$ cat src/rtl/cpu_latch_pkg.sv
// Shared constants for the inter-stage pipeline latches:
// state encoding, default payload widths and small helpers.
package cpu_latch_pkg;

   // Occupancy states of a skid-buffered stage latch
   localparam logic [1:0] STAGE_EMPTY = 2'd0;
   localparam logic [1:0] STAGE_FULL  = 2'd1;
   localparam logic [1:0] STAGE_SKID  = 2'd2;

   // Default register-writeback payload widths
   localparam int REG_ADDR_WIDTH = 5;
   localparam int REG_DATA_WIDTH = 32;

   // Main register holds a payload in FULL and SKID
   function automatic logic stage_main_valid(
      input logic [1:0] st
   );
      return (st == STAGE_FULL) || (st == STAGE_SKID);
   endfunction

   // Skid register holds a payload only in SKID
   function automatic logic stage_skid_valid(
      input logic [1:0] st
   );
      return st == STAGE_SKID;
   endfunction

endpackage

$ cat src/rtl/latch_stat_counter.sv
// 32-bit saturating event counter with synchronous clear.
// Ports: clock, reset (sync, active-high), clear_i, inc_i, count_o.
module latch_stat_counter (
   input  logic        clock,
   input  logic        reset,
   input  logic        clear_i,
   input  logic        inc_i,
   output logic [31:0] count_o
);

   logic [31:0] count_q;
   logic [31:0] count_d;

   always_comb begin
      count_d = count_q;
      if (clear_i) begin
         count_d = '0;
      end else if (inc_i && (count_q != '1)) begin
         count_d = count_q + 32'd1;
      end
   end

   always_ff @(posedge clock) begin
      if (reset) begin
         count_q <= '0;
      end else begin
         count_q <= count_d;
      end
   end

   assign count_o = count_q;

endmodule

$ cat src/rtl/latch_stage_skid.sv
// Inter-stage writeback latch with valid/ready handshake,
// one-entry skid buffer and synchronous flush.
// Ports: clock, reset (sync, active-high), flush,
//   in_valid/in_ready + in_register_write_{enable,address,data},
//   out_valid/out_ready + out_register_write_{enable,address,data}.
// Optional macro LATCH_STAGE_STATS_EN adds saturating
//   stall_cycles / bubble_cycles counters (cleared by reset only).
module latch_stage_skid
   import cpu_latch_pkg::*;
#(
   parameter int ADDR_WIDTH = REG_ADDR_WIDTH,
   parameter int DATA_WIDTH = REG_DATA_WIDTH
) (
   input  logic                  clock,
   input  logic                  reset,
   input  logic                  flush,
   input  logic                  in_valid,
   output logic                  in_ready,
   input  logic                  in_register_write_enable,
   input  logic [ADDR_WIDTH-1:0] in_register_write_address,
   input  logic [DATA_WIDTH-1:0] in_register_write_data,
   output logic                  out_valid,
   input  logic                  out_ready,
   output logic                  out_register_write_enable,
   output logic [ADDR_WIDTH-1:0] out_register_write_address,
   output logic [DATA_WIDTH-1:0] out_register_write_data
`ifdef LATCH_STAGE_STATS_EN
   ,
   output logic [31:0]           stall_cycles,
   output logic [31:0]           bubble_cycles
`endif
);

   logic [1:0]            state_q, state_d;
   logic                  m_en_q, m_en_d;
   logic [ADDR_WIDTH-1:0] m_addr_q, m_addr_d;
   logic [DATA_WIDTH-1:0] m_data_q, m_data_d;
   logic                  s_en_q, s_en_d;
   logic [ADDR_WIDTH-1:0] s_addr_q, s_addr_d;
   logic [DATA_WIDTH-1:0] s_data_q, s_data_d;

   logic m_valid;
   logic s_valid;
   logic in_xfer;
   logic out_xfer;

   assign m_valid = stage_main_valid(state_q);
   assign s_valid = stage_skid_valid(state_q);

   // Ready depends on registered state only, never on out_ready
   assign in_ready = !s_valid && !reset;
   assign in_xfer  = in_valid && in_ready;
   assign out_xfer = m_valid && out_ready;

   always_comb begin
      state_d  = state_q;
      m_en_d   = m_en_q;
      m_addr_d = m_addr_q;
      m_data_d = m_data_q;
      s_en_d   = s_en_q;
      s_addr_d = s_addr_q;
      s_data_d = s_data_q;

      unique case (state_q)
         STAGE_EMPTY: begin
            if (in_xfer) begin
               m_en_d   = in_register_write_enable;
               m_addr_d = in_register_write_address;
               m_data_d = in_register_write_data;
               state_d  = STAGE_FULL;
            end
         end
         STAGE_FULL: begin
            if (in_xfer && out_xfer) begin
               m_en_d   = in_register_write_enable;
               m_addr_d = in_register_write_address;
               m_data_d = in_register_write_data;
            end else if (in_xfer) begin
               // Downstream stalled: park the new entry
               s_en_d   = in_register_write_enable;
               s_addr_d = in_register_write_address;
               s_data_d = in_register_write_data;
               state_d  = STAGE_SKID;
            end else if (out_xfer) begin
               state_d = STAGE_EMPTY;
            end
         end
         STAGE_SKID: begin
            if (out_xfer) begin
               m_en_d   = s_en_q;
               m_addr_d = s_addr_q;
               m_data_d = s_data_q;
               state_d  = STAGE_FULL;
            end
         end
         default: begin
            state_d = STAGE_EMPTY;
         end
      endcase

      // Flush wins over any transfer; payloads left as-is
      if (flush) begin
         state_d = STAGE_EMPTY;
      end
   end

   always_ff @(posedge clock) begin
      if (reset) begin
         state_q  <= STAGE_EMPTY;
         m_en_q   <= 1'b0;
         m_addr_q <= '0;
         m_data_q <= '0;
         s_en_q   <= 1'b0;
         s_addr_q <= '0;
         s_data_q <= '0;
      end else begin
         state_q  <= state_d;
         m_en_q   <= m_en_d;
         m_addr_q <= m_addr_d;
         m_data_q <= m_data_d;
         s_en_q   <= s_en_d;
         s_addr_q <= s_addr_d;
         s_data_q <= s_data_d;
      end
   end

   // Gate with reset so outputs read zero while reset is high,
   // even before the first clock edge clears the state
   assign out_valid = m_valid && !reset;

   assign out_register_write_enable =
      m_en_q && out_valid;
   assign out_register_write_address =
      out_valid ? m_addr_q : '0;
   assign out_register_write_data =
      out_valid ? m_data_q : '0;

`ifdef LATCH_STAGE_STATS_EN
   logic stall_inc;
   logic bubble_inc;

   assign stall_inc  = out_valid && !out_ready;
   assign bubble_inc = !out_valid && out_ready;

   latch_stat_counter u_stall_cnt (
      .clock   (clock),
      .reset   (reset),
      .clear_i (1'b0),
      .inc_i   (stall_inc),
      .count_o (stall_cycles)
   );

   latch_stat_counter u_bubble_cnt (
      .clock   (clock),
      .reset   (reset),
      .clear_i (1'b0),
      .inc_i   (bubble_inc),
      .count_o (bubble_cycles)
   );
`endif

endmodule
$ cat config.mk
export PLATFORM = sky130hd
export DESIGN_NAME = latch_stage_skid
export DESIGN_NICKNAME = d
export VERILOG_FILES = /design/src/rtl/cpu_latch_pkg.sv /design/src/rtl/latch_stat_counter.sv /design/src/rtl/latch_stage_skid.sv
export SDC_FILE = /design/constraint.sdc
export NUM_CORES = 1
export LEC_CHECK = 0
export CELL_PAD_IN_SITES_DETAIL_PLACEMENT = 0
export CELL_PAD_IN_SITES_GLOBAL_PLACEMENT = 2
export CORE_MARGIN = 5
export CORE_UTILIZATION = 25
export CTS_CLUSTER_SIZE = 8
export DETAILED_ROUTE_END_ITERATION = 10
export PLACE_DENSITY = 0.7
export SLEW_MARGIN = 20
export SYNTH_ARGS = -nofsm -noshare
export SYNTH_HDL_FRONTEND = slang
export SYNTH_HIERARCHICAL = 1
export SYNTH_SLANG_ARGS = --single-unit
export TNS_END_PERCENT = 20
$ cat constraint.sdc
create_clock -name clock -period 2.55 [get_ports clock]
set_input_delay 0.51 -clock clock [delete_from_list [all_inputs] [get_ports clock]]
set_output_delay 0.51 -clock clock [all_outputs]
set_load 0.05 [all_outputs]
# Yosys cells after proc, flatten, opt, wreduce, memory -nomap -nowiden
# Cells that the tools add are included.
dict set report word_totals {
  register_bits 78
  in_bits 43
  wordCells 50
}
dict set report op_classes {
  n_eq_ne 7
  mux 20
  bitwise_logic 1
  n_reduce_logical 15
}
# cell count
set ops {}
lappend ops {{$mux 32} 4}
lappend ops {{$pmux 32 s3} 1}
lappend ops {{$mux 5} 4}
lappend ops {{$pmux 5 s3} 1}
lappend ops {{$mux 2} 5}
lappend ops {{$reduce_and 4->1} 2}
lappend ops {{$logic_and 1x1->1} 6}
lappend ops {{$pmux 2 s3} 1}
lappend ops {{$ne 2x1->1 const B} 2}
lappend ops {{$ne 2x2->1 const B} 2}
lappend ops {{$mux 1} 3}
lappend ops {{$ne 3x3->1 const B} 1}
lappend ops {{$pmux 1 s3} 1}
lappend ops {{$reduce_and 3->1} 1}
lappend ops {{$reduce_bool 3->1} 1}
lappend ops {{$eq 2x1->1 const B} 1}
lappend ops {{$eq 2x2->1 const B} 1}
lappend ops {{$logic_not 1->1} 2}
lappend ops {{$logic_not 2->1} 1}
lappend ops {{$reduce_or 2->1} 1}
lappend ops {{$logic_or 1x1->1} 1}
lappend ops {{$not 1->1} 1}

# Longest topological paths before layout
dict set report depth {
  depth_word 7
  ltp_mapped 9
  mapped_depth_nobuf 6
}

# Worst setup path before layout
# OpenSTA, ideal clock, no wires.
dict set report synth_timing {
  kind {register to output}
  start {register state_q[0]}
  end {output out_register_write_data[22]}
  arrival_time_ns 1.979
  path_slack_ns 0.061
  path_stages_with_launch 6
  n_path_buf 1
  path_cell_list {dfxtp_1 -> inv_1 -> ha_1 -> nor2b_1 -> clkbuf_1 -> and2_1}
}
dict set report synth_between {
  elab_chain_cells 4
}
# item line_no
set synth_lines {}
lappend synth_lines {{start, declared} latch_stage_skid.sv:34} ;# logic [1:0] state_q, state_d;
lappend synth_lines {{start signal, assigned} latch_stage_skid.sv:117} ;# state_q <= state_d;
lappend synth_lines {{$eq 2x1->1 / $eq 2x2->1 (equally long branches)} cpu_latch_pkg.sv:18} ;# return (st == STAGE_FULL) || (st == STAGE_SKID);
lappend synth_lines {{$logic_or 1x1->1 *} cpu_latch_pkg.sv:18}
lappend synth_lines {{$logic_and 1x1->1 *} latch_stage_skid.sv:129} ;# assign out_valid = m_valid && !reset;
lappend synth_lines {{net out_valid} latch_stage_skid.sv:22} ;# output logic out_valid,
lappend synth_lines {{$mux 32 *} latch_stage_skid.sv:136} ;# out_valid ? m_data_q : '0;
lappend synth_lines {{end, declared} latch_stage_skid.sv:26} ;# output logic [DATA_WIDTH-1:0] out_register_write_data
# The timed path passes the listed nets; every way through them passes the cells marked *.

# Worst setup path in the final report
dict set report layout_timing {
  start {register state_q[0]}
  end {output out_register_write_data[31]}
}
dict set report layout_between {
  elab_chain_cells 4
}
# item line_no
set layout_lines {}
lappend layout_lines {{$eq 2x1->1 / $eq 2x2->1 (equally long branches)} cpu_latch_pkg.sv:18}
lappend layout_lines {{$logic_or 1x1->1 *} cpu_latch_pkg.sv:18}
lappend layout_lines {{$logic_and 1x1->1 *} latch_stage_skid.sv:129}
lappend layout_lines {{$mux 32 *} latch_stage_skid.sv:136}
# Every way passes the cells marked *; elsewhere a longest branch is shown, timed or not.

==> metrics list <==
- Highest achievable clock rate: 0.416 GHz
* Starting utilization of the core area: 0.253
- Family with the most delay on the worst path: buffers and inverters
- Total vias in the final route: 3143
- The worst register-to-register path has a setup slack of 0.43 ns.
* Worst max-slew margin expressed relative to the limit: 0.610
- CORE AREA: 14400 sq um
* Number of nets in the layout: 530
- The die is 131 um wide.
- Detailed placement finished with a half-perimeter wire length of 7240 um.
- Xor/xnor share of the synthesized area: 0.00240
- The first global-routing pass estimated 16700 um of wire.
* Vias in the first global route: 3134
* CTS tree: done
- Syn Std Cell Area: 3650 sq um
* Die height: 131 um
- Counting both buffers and inverters, the worst setup path holds a total of 3.
* Result of the run: finished, final reports clean
- Category of the worst setup path launch point: flop
- Destination of the critical timing path: out_register_write_data[31]
- Number of port buffers: 82
* Syn Inst Count: 411
* Antenna viol nets, final: 0
- After clock tree synthesis, the setup repair step added 0 buffers.
* Worst Setup SP: state_q[0]$_SDFFE_PP0P_
* Power density over the cells: 574 nW/um^2
- Area share of the leading cell type in the synthesized netlist: 0.428
- In the global route stage, overall resource usage came out at 0.127.
- For the pin with the worst max-slew slack, the measured transition is 0.585 ns.
- The H-tree generated during clock tree synthesis spans 3 levels.
- Setup Viol. Count Final: 0
- Routability-driven placement finished with a final weighted congestion of 0.771.
* Post-cts sizing count: 0
- The number of hold violations in the final report was 0.
- Total clock sinks: 78
- For this run the aggregate overflow at the end of global routing stands at 0.
* IO Count: 83
* Row Count: 44
- Initial antenna violation count: 0
* Critical-path cell list: inv_1 > ha_1 > nor2b_2 > buf_6 > and2_1 > buf_12
- Synth Area in Compound Gates: 0.226
- Layout fillers: 1470
- Yosys printed 6 warnings.
- Dominant cells by area after synthesis: dfxtp_1, mux2i_1, a21oi_1
- The longest clock path from root to sink contains 2 buffers.
- The first TritonRoute pass finished after 4 iterations.
- Register clock-pin slew on the reported worst setup and hold paths: 0.06 ns
- Synthesis produced a netlist with a net count of 458.
- Unrepaired setup endpoints after global routing: no
* Number of buffers created by CTS: 9
- Routed wire length per instance: 15.8 um
- Measured on the finished design, the core utilization comes to 0.374.
- Start-to-end type of the worst setup path: flop to output port
- The final number of max-transition violations came to 0.
* Hold-fix buffers at CTS: 0
- Of the available clock period, the critical path in the final layout requires 0.942.
- For the final database, setup skew stands at 0.00646 ns.
- Worst EP arrival: 1.89 ns
- The die covers 17100 sq um.
- In the routed layout, each cell is associated on average with a via count of 4.68.
- In this run the static leakage power is 1.81 nW.
- IR Drop Worst-Case VDD: 0.340 mV
* Required arrival time at the worst endpoint: 2.04 ns
- Total wire length: 10600 um
- Slowest CP cell: dfxtp_1
- The netlist uses 26 different library cells.
- Worst skew pair latency: 0.34 ns
- The endpoint identified for the worst register-to-register timing path is s_data_q[26]$_SDFFE_PP0P_.
* WP depth: 6
* Combinational family with the most area after synthesis: compound AO/OA/AOI/OAI gates
- Across the run, the number of max-cap violations was 0.
- The number of antenna diodes in the final layout is 0.
- The clock period could shrink to 2.40 ns.
- Summed negative setup slack over all endpoints: 0 ns
- Mux cell area share after synthesis: 0.107
- Maximum cell stage delay along the critical path: 0.39 ns
- The path class of the tightest hold or removal check is flop to flop.
- Mean instance size in the synthesized netlist: 8.89 sq um
* Launch instance of the worst register-to-register path: state_q[0]$_SDFFE_PP0P_
- Most area-hungry cell type in the Yosys netlist: dfxtp_1
* Post-Synth Simple-Gate Area: 0.166
- For this run, design rule violations remaining after detail routing come to 0.
- Nature of the critical path endpoint: output port
- Layout cells sized above 1: 0.209
- Portion of the post-synthesis area used by sequential elements: 0.428
- Setup Slack @ Placement: 0.262 ns
- Counting flops and latches in the post-synthesis netlist gives 78.
- Entering global routing, the biggest net connects 46 pins.
- Of the total synthesized cell area, the portion taken by full adders, half adders and majority gates is 0.0137.
- Maximum fanout along the worst path: 26
* Clock root buffer: clkbuf_16
* Post-layout worst setup margin: 0.148 ns
* Number of DRC markers in iteration 0: 134
- Number of cells on the worst reg-to-reg path: 8
- The area growth from synthesis to layout is 47.7%.
==> cell usage in the layout, fill, tap and decap left out, types with 15 or more instances in the layout <==
cell type / n
a211oi_1: 19
dfxtp_1: 78
clkdlybuf4s50_1: 41
nand2_1: 80
and2_1: 39
buf_12: 42
buf_4: 15
mux2i_1: 39
a211oi_2: 20
a21oi_1: 76
==> worst min-delay path by stage <==
stage | start | endpoint | slack (ns) | depth (start not counted)
final | s_data_q[11]$_SDFFE_PP0P_ | s_data_q[11]$_SDFFE_PP0P_ | 0.45 | 2
after global placement | s_addr_q[1]$_SDFFE_PP0P_ | s_addr_q[1]$_SDFFE_PP0P_ | 0.44 | 2
after CTS | s_addr_q[1]$_SDFFE_PP0P_ | s_addr_q[1]$_SDFFE_PP0P_ | 0.46 | 2
after detailed placement | s_addr_q[1]$_SDFFE_PP0P_ | s_addr_q[1]$_SDFFE_PP0P_ | 0.45 | 2
after floorplan | s_addr_q[0]$_SDFFE_PP0P_ | s_addr_q[0]$_SDFFE_PP0P_ | 0.44 | 2
after global routing | s_addr_q[1]$_SDFFE_PP0P_ | s_addr_q[1]$_SDFFE_PP0P_ | 0.47 | 2
==> power breakdown <==
group          total (W)  switching (W)  internal (W)  leakage (nW)
Sequential       0.00133      0.0000359       0.00129         0.637
Clock            0.00133       0.000520      0.000810         0.144
Combinational   0.000439       0.000234      0.000205          1.03
Total            0.00310       0.000790       0.00231          1.81
==> cell type report <==
class	count	area (sq um)	area share
Tap cell	184	230	0.0427
Sequential cell	78	1560	0.289
Inverter	2	7.51	0.00139
Clock buffer	11	253	0.0469
Timing Repair Buffer	99	1380	0.255
Multi-Input combinational cell	293	1910	0.354
Clock inverter	5	57.6	0.0107
==> state kept, by name, indices dropped and copies added, names as in the netlist <==
signal / count
m_data_q: 32
s_data_q: 32
m_addr_q: 5
s_addr_q: 5
state_q: 2
m_en_q: 1
s_en_q: 1
==> tightest hold or removal path: cells and delay by family, from the launching register on <==
family | cells | cell delay [ns]
compound gates | 1 | 0.05
flops | 1 | 0.31
simple gates | 1 | 0.05
==> cell usage after synthesis, drive strengths merged <==
library cell,count
a2111oi,1
a211oi,39
a21boi,1
a21oi,76
and2,40
and3,1
buf,18
clkbuf,20
dfxtp,78
ha,4
inv,2
mux2i,39
nand2,80
nand2b,1
nand3,1
nor2,2
nor2b,2
nor3,1
nor3b,1
o21ai,2
o31ai,1
xor2,1
==> routing by layer <==
layer / routed length, um / vias up / track usage
li1: - / 1561 / -
met1: 4860 / 1502 / 0.163
met2: 5060 / 65 / 0.207
met3: 552 / 15 / 0.0431
met4: 132 / 0 / 0.0248
met5: 0 / - / 0
==> per-stage QoR <==
| step | area (sq um) | hold slack, ns | total power, W | cells |
|---|---|---|---|---|
| after floorplan | 3650 | 0.436 | 0.00161 | 411 |
| after global placement | 5080 | 0.440 | 0.00179 | 656 |
| after CTS | 5390 | 0.455 | 0.00313 | 672 |
| after global routing | 5390 | 0.469 | 0.00323 | 672 |
| final | 5390 | 0.455 | 0.00310 | 672 |
| after detailed placement | 5080 | 0.447 | 0.00180 | 656 |
==> cell families (layout without fill, tap and decap cells) <==
kind of cell / Yosys count / count (layout)
AOI/OAI and AO/OA: 120 / 120
and+or+nand+nor: 129 / 129
buffers and inverters: 40 / 117
xor gates and xnor gates: 1 / 1
muxes: 39 / 39
adders and majority gates: 4 / 4
DFF: 78 / 78
Power figures use the tool's default switching activity.
==> RTL change 1, RTL diff (same settings) <==
Add a define of `LATCH_STAGE_STATS_EN`.
--- a/src/rtl/latch_stage_skid.sv
+++ b/src/rtl/latch_stage_skid.sv
@@ -6,4 +6,6 @@
 // Optional macro LATCH_STAGE_STATS_EN adds saturating
 //   stall_cycles / bubble_cycles counters (cleared by reset only).
+`define LATCH_STAGE_STATS_EN
+
 module latch_stage_skid
    import cpu_latch_pkg::*;
Formal check against the unedited RTL (old outputs only; new: bubble_cycles and stall_cycles): equivalent (equiv_simple and equiv_induct, registers matched by name and starting in step).
==> RTL change 1 against the unedited design <==
Sequential power up 74%; worst setup slack worse by 0.11 ns; global-route usage up 1.3 points; area after synthesis up 94%; routed wire length up 110%; largest power group is now the clock network; power up 75%; sequential cell count up 64; cell area up 94%; clock power up 95%; largest cell class unchanged; via count up 110%; combinational power up 22%; critical path depth up 3; sequential share of layout area down 1.7 points.
==> RTL change 1: results (changes against the unedited design) <==
status: "finished clean"
drive_gt1_share_pct: 19.8  # -1.1 points
slowest_stage: "or4_4"
slowest_delay_ns: 0.45  # +0.06 ns
clock_buffers: 19  # +8
n_sequential_cell: 142  # +82%
cts.htree.levels: 4  # +1
viasPerCell: 4.76  # +1.9%
tightest_slew_ns: 0.591  # +0.00565 ns
antennaDiodeCount: 1  # +1
wl_um: 22100  # +110%
routabilityCongestion: 0.751  # -2.6%
drt_iter0_markers: 331  # +150%
grt_pass1_vias: 6604  # +110%
syn_inst: 849  # +110%
grt_pass1_wl_um: 36000  # +120%
multi_input_cells: 639  # +120%
crit_family: "simple AND/OR/NAND/NOR gates"
final-seq-area_um2: 2850  # +82%
synth-seq-area-share_pct: 40.0  # -2.7 points
synth_cell_types: 51  # +96%
place_area_um2: 9810  # +93%
power_switching_w: 0.00136  # +72%
finalClockSkew_ns: 0.0162  # +0.00975 ns
grt_antenna_before_repair: 1  # +1
post-dp-hpwl_um: 14600  # +100%
inv_count: 11  # +9
dp_cells: 1382  # +110%
netlist_top_cells_count: "142 x dfxtp_1, 112 x nand2_1, 85 x nor3_1"
clock_latency_ns: 0.42  # +0.08 ns
fill_cells: 2895  # +97%
synth.area.top_cells: "dfxtp_1 40%, mux2_2 6.0%, nor3_1 6.0%"
multi_input_area_share_pct: 38.5  # +3.1 points
grt_max_degree: 86  # +87%
layout.nonclk_buf_share_pct: 23.5  # -2.0 points
cp.arrival_ns: 2.87  # +0.98 ns
vias: 6751  # +110%
nNetsFinal: 1074  # +100%
clock_area_share_pct: 5.81  # +0.056 points
vdd_ir_drop_max_mv: 0.366  # +7.8%
fin_util_pct: 37.4  # about the same
taps: 378  # +110%
cp_max_fo: 5  # -81%
buffers: 214  # +120%
p_leak_nw: 3.62  # +100%
grt_usage_pct: 14.0  # +1.3 points
pre_cts_ws_ns: -0.203  # -0.464 ns
cts-buffers-inserted: 17  # +8
[RTL change 1: cell count changes after synthesis, sizes merged, moves of 20 or more]
cell	unedited run	this run
o21ai	2	34
a211oi	39	6
or3	0	33
nand3	1	25
nand4	0	20
nor3	1	85
nand2	80	112
nor2	2	34
mux2i	39	1
o21ba	0	38
dfxtp	78	142
mux2	0	38
[RTL change 1: worst paths after layout]
kind                    start                      end  slack [ns]  depth (start not counted)
setup / recovery   state_q[1]  u_stall_cnt/count_o[30]        0.04                          9
hold / removal    s_data_q[5]              s_data_q[5]        0.45                          2
setup reg to reg   state_q[1]  u_stall_cnt/count_o[30]        0.04                          9
hold reg to reg   s_data_q[5]              s_data_q[5]        0.45                          2
[RTL change 1: power by group through the flow]
stage | Clock, W | Combinational [W] | Sequential [W]
floorplan | 0 | 0.000331 | 0.00236
global placement | 0 | 0.000539 | 0.00236
detailed placement | 0 | 0.000541 | 0.00236
CTS | 0.00268 | 0.000545 | 0.00231
global route | 0.00279 | 0.000589 | 0.00232
finish | 0.00259 | 0.000534 | 0.00231
[RTL change 1: kinds of logic after synthesis]
group                      Yosys count  share of synthesized area (%)
buffers and inverters               71                           4.18
and+or+nand+nor                    384                           28.1
AOI/OAI and AO/OA                  192                           18.6
muxes                               39                           6.17
adders and majority gates            6                           1.06
other                                1                         0.0528
xor gates and xnor gates            14                           1.73
DFF                                142                           40.0
[RTL change 1: what timing repair did]
item / in CTS / in global routing
setup endpoints to repair: 38 / 35
buffers inserted: 0 / 2
gates resized for setup: 2 / 1
pin swaps: 0 / 3
[RTL change 1: metal layers]
layer | GRT usage [%] | up-vias | routed length (um)
li1 | - | 3430 | -
met1 | 19.5 | 3200 | 11100
met2 | 21.9 | 109 | 9810
met3 | 3.52 | 10 | 1030
met4 | 2.91 | 2 | 140
met5 | 0 | - | 13
==> RTL change 2, RTL diff (same settings) <==
Without the edit above. `m_data_q` no longer has a reset.
--- a/src/rtl/latch_stage_skid.sv
+++ b/src/rtl/latch_stage_skid.sv
@@ -110,5 +110,4 @@
          m_en_q   <= 1'b0;
          m_addr_q <= '0;
-         m_data_q <= '0;
          s_en_q   <= 1'b0;
          s_addr_q <= '0;
@@ -118,9 +117,12 @@
          m_en_q   <= m_en_d;
          m_addr_q <= m_addr_d;
-         m_data_q <= m_data_d;
          s_en_q   <= s_en_d;
          s_addr_q <= s_addr_d;
          s_data_q <= s_data_d;
       end
+   end
+
+   always_ff @(posedge clock) begin
+      m_data_q <= m_data_d;
    end
 
Formal check against the unedited RTL: no difference found for any inputs over 10 cycles, from zero or initial values and one cycle with reset high; that may be too few to reach the edited logic, so the function may still have changed.
==> RTL change 2 against the unedited design <==
Register-to-register slack got worse by 0.07 ns; routed wire length decreased by 16%; sequential cell count unchanged; largest power group unchanged; worst setup slack got worse by 0.054 ns; critical path depth unchanged; non-clock buffer count decreased by 4; area after synthesis decreased by 6.2%; cell area decreased by 2.6%; power decreased by 0.33%; die area decreased by 5.7%; core utilization increased by 2.0 points.
==> RTL change 2: results (changes against the unedited design) <==
routabilityCongestion: 0.814  # +5.6%
drt_iter0_markers: 141  # +5.2%
max_slew_margin_pct: 64.8  # +3.8 points
met3_length_um: 340  # -38%
drive_gt1_share_pct: 26.4  # +5.5 points
worstHoldStart: "s_data_q[27]"
dp_cells: 587  # -11%
synthMuxAreaShare_pct: 10.8  # +0.12 points
cp_max_fo: 33  # +27%
nNetsFinal: 470  # -11%
post-dp-hpwl_um: 6040  # -17%
grt_pass1_vias: 2746  # -12%
synth-seq-area-share_pct: 54.9  # +12 points
synth-adder-area-share_pct: 1.46  # +0.091 points
reg2regPathDepth: 7  # -1
min_to: "s_data_q[27]"
cp.arrival_ns: 1.95  # +0.06 ns
wl_met1_um: 3980  # -18%
grt_max_degree: 39  # -15%
synth.area.top_cells: "edfxtp_1 28%, dfxtp_1 27%, mux2_2 11%"
netlist_top_cells_count: "81 x nand2_1, 46 x dfxtp_1, 39 x a21oi_1"
rrSetupSlack_ns: 0.36  # -0.07 ns
crit_end: "out_register_write_data[3]"
vdd_ir_drop_max_mv: 0.250  # -26%
hold_ws_ns: 0.450  # -0.00462 ns
status: "finished clean"
fin_cells: 604  # -10%
p_leak_nw: 1.84  # +1.6%
synth-edff-count: 32  # +32
fill_cells: 1317  # -10%
grt_pass1_wl_um: 14400  # -14%
synthXorXnorAreaFrac_pct: 0.256  # +0.016 points
RTL change 2: power breakdown:
part           internal, W  switching [W]
Clock             0.000855       0.000486
Combinational     0.000183       0.000179
Sequential         0.00136      0.0000168
RTL change 2: through the flow:
step	worst slack [ns]	TNS, ns	total power [W]
floorplan	0.0220	0	0.00157
global placement	0.0957	0	0.00177
detailed placement	0.0764	0	0.00177
CTS	0.0610	0	0.00314
global route	-0.00304	-0.00320	0.00322
finish	0.0938	0	0.00308
RTL change 2: routing by layer:
metal,vias up,track usage (%)
met5,-,0
li1,1313,-
met3,10,2.55
met4,0,4.35
met1,1257,14.4
met2,56,18.7
RTL change 2: critical path, cell delays in order (launching register included):
cell and delay, ns:
dfxtp_1 0.39, inv_1 0.09, ha_1 0.36, nor2b_4 0.21
buf_12 0.18, and2_1 0.22, buf_12 0.16
RTL change 2: cells by family (layout without fill, tap and decap cells):
| kind of cell | count (synthesis) | after routing |
|---|---|---|
| multiplexers | 33 | 33 |
| buffers and inverters | 34 | 122 |
| AND/OR/NAND/NOR | 135 | 135 |
| AO/OA/AOI/OAI | 55 | 55 |
| flip-flops | 78 | 78 |
| XOR/XNOR | 1 | 1 |
| adder cells (fa/ha/maj) | 4 | 4 |
RTL change 2: timing repair:
action / CTS / global route
gates resized for setup: 1 / 5
endpoints found under the setup margin: 32 / 5
buffers inserted: 1 / 0
RTL change 2: layout make-up:
cell class	count	share of cell area, %
Clock buffer	10	4.36
Timing Repair Buffer	95	25.7
Multi-Input combinational cell	228	27.4
Tap cell	176	4.19
Sequential cell	78	35.8
Inverter	11	0.857
Clock inverter	6	1.64
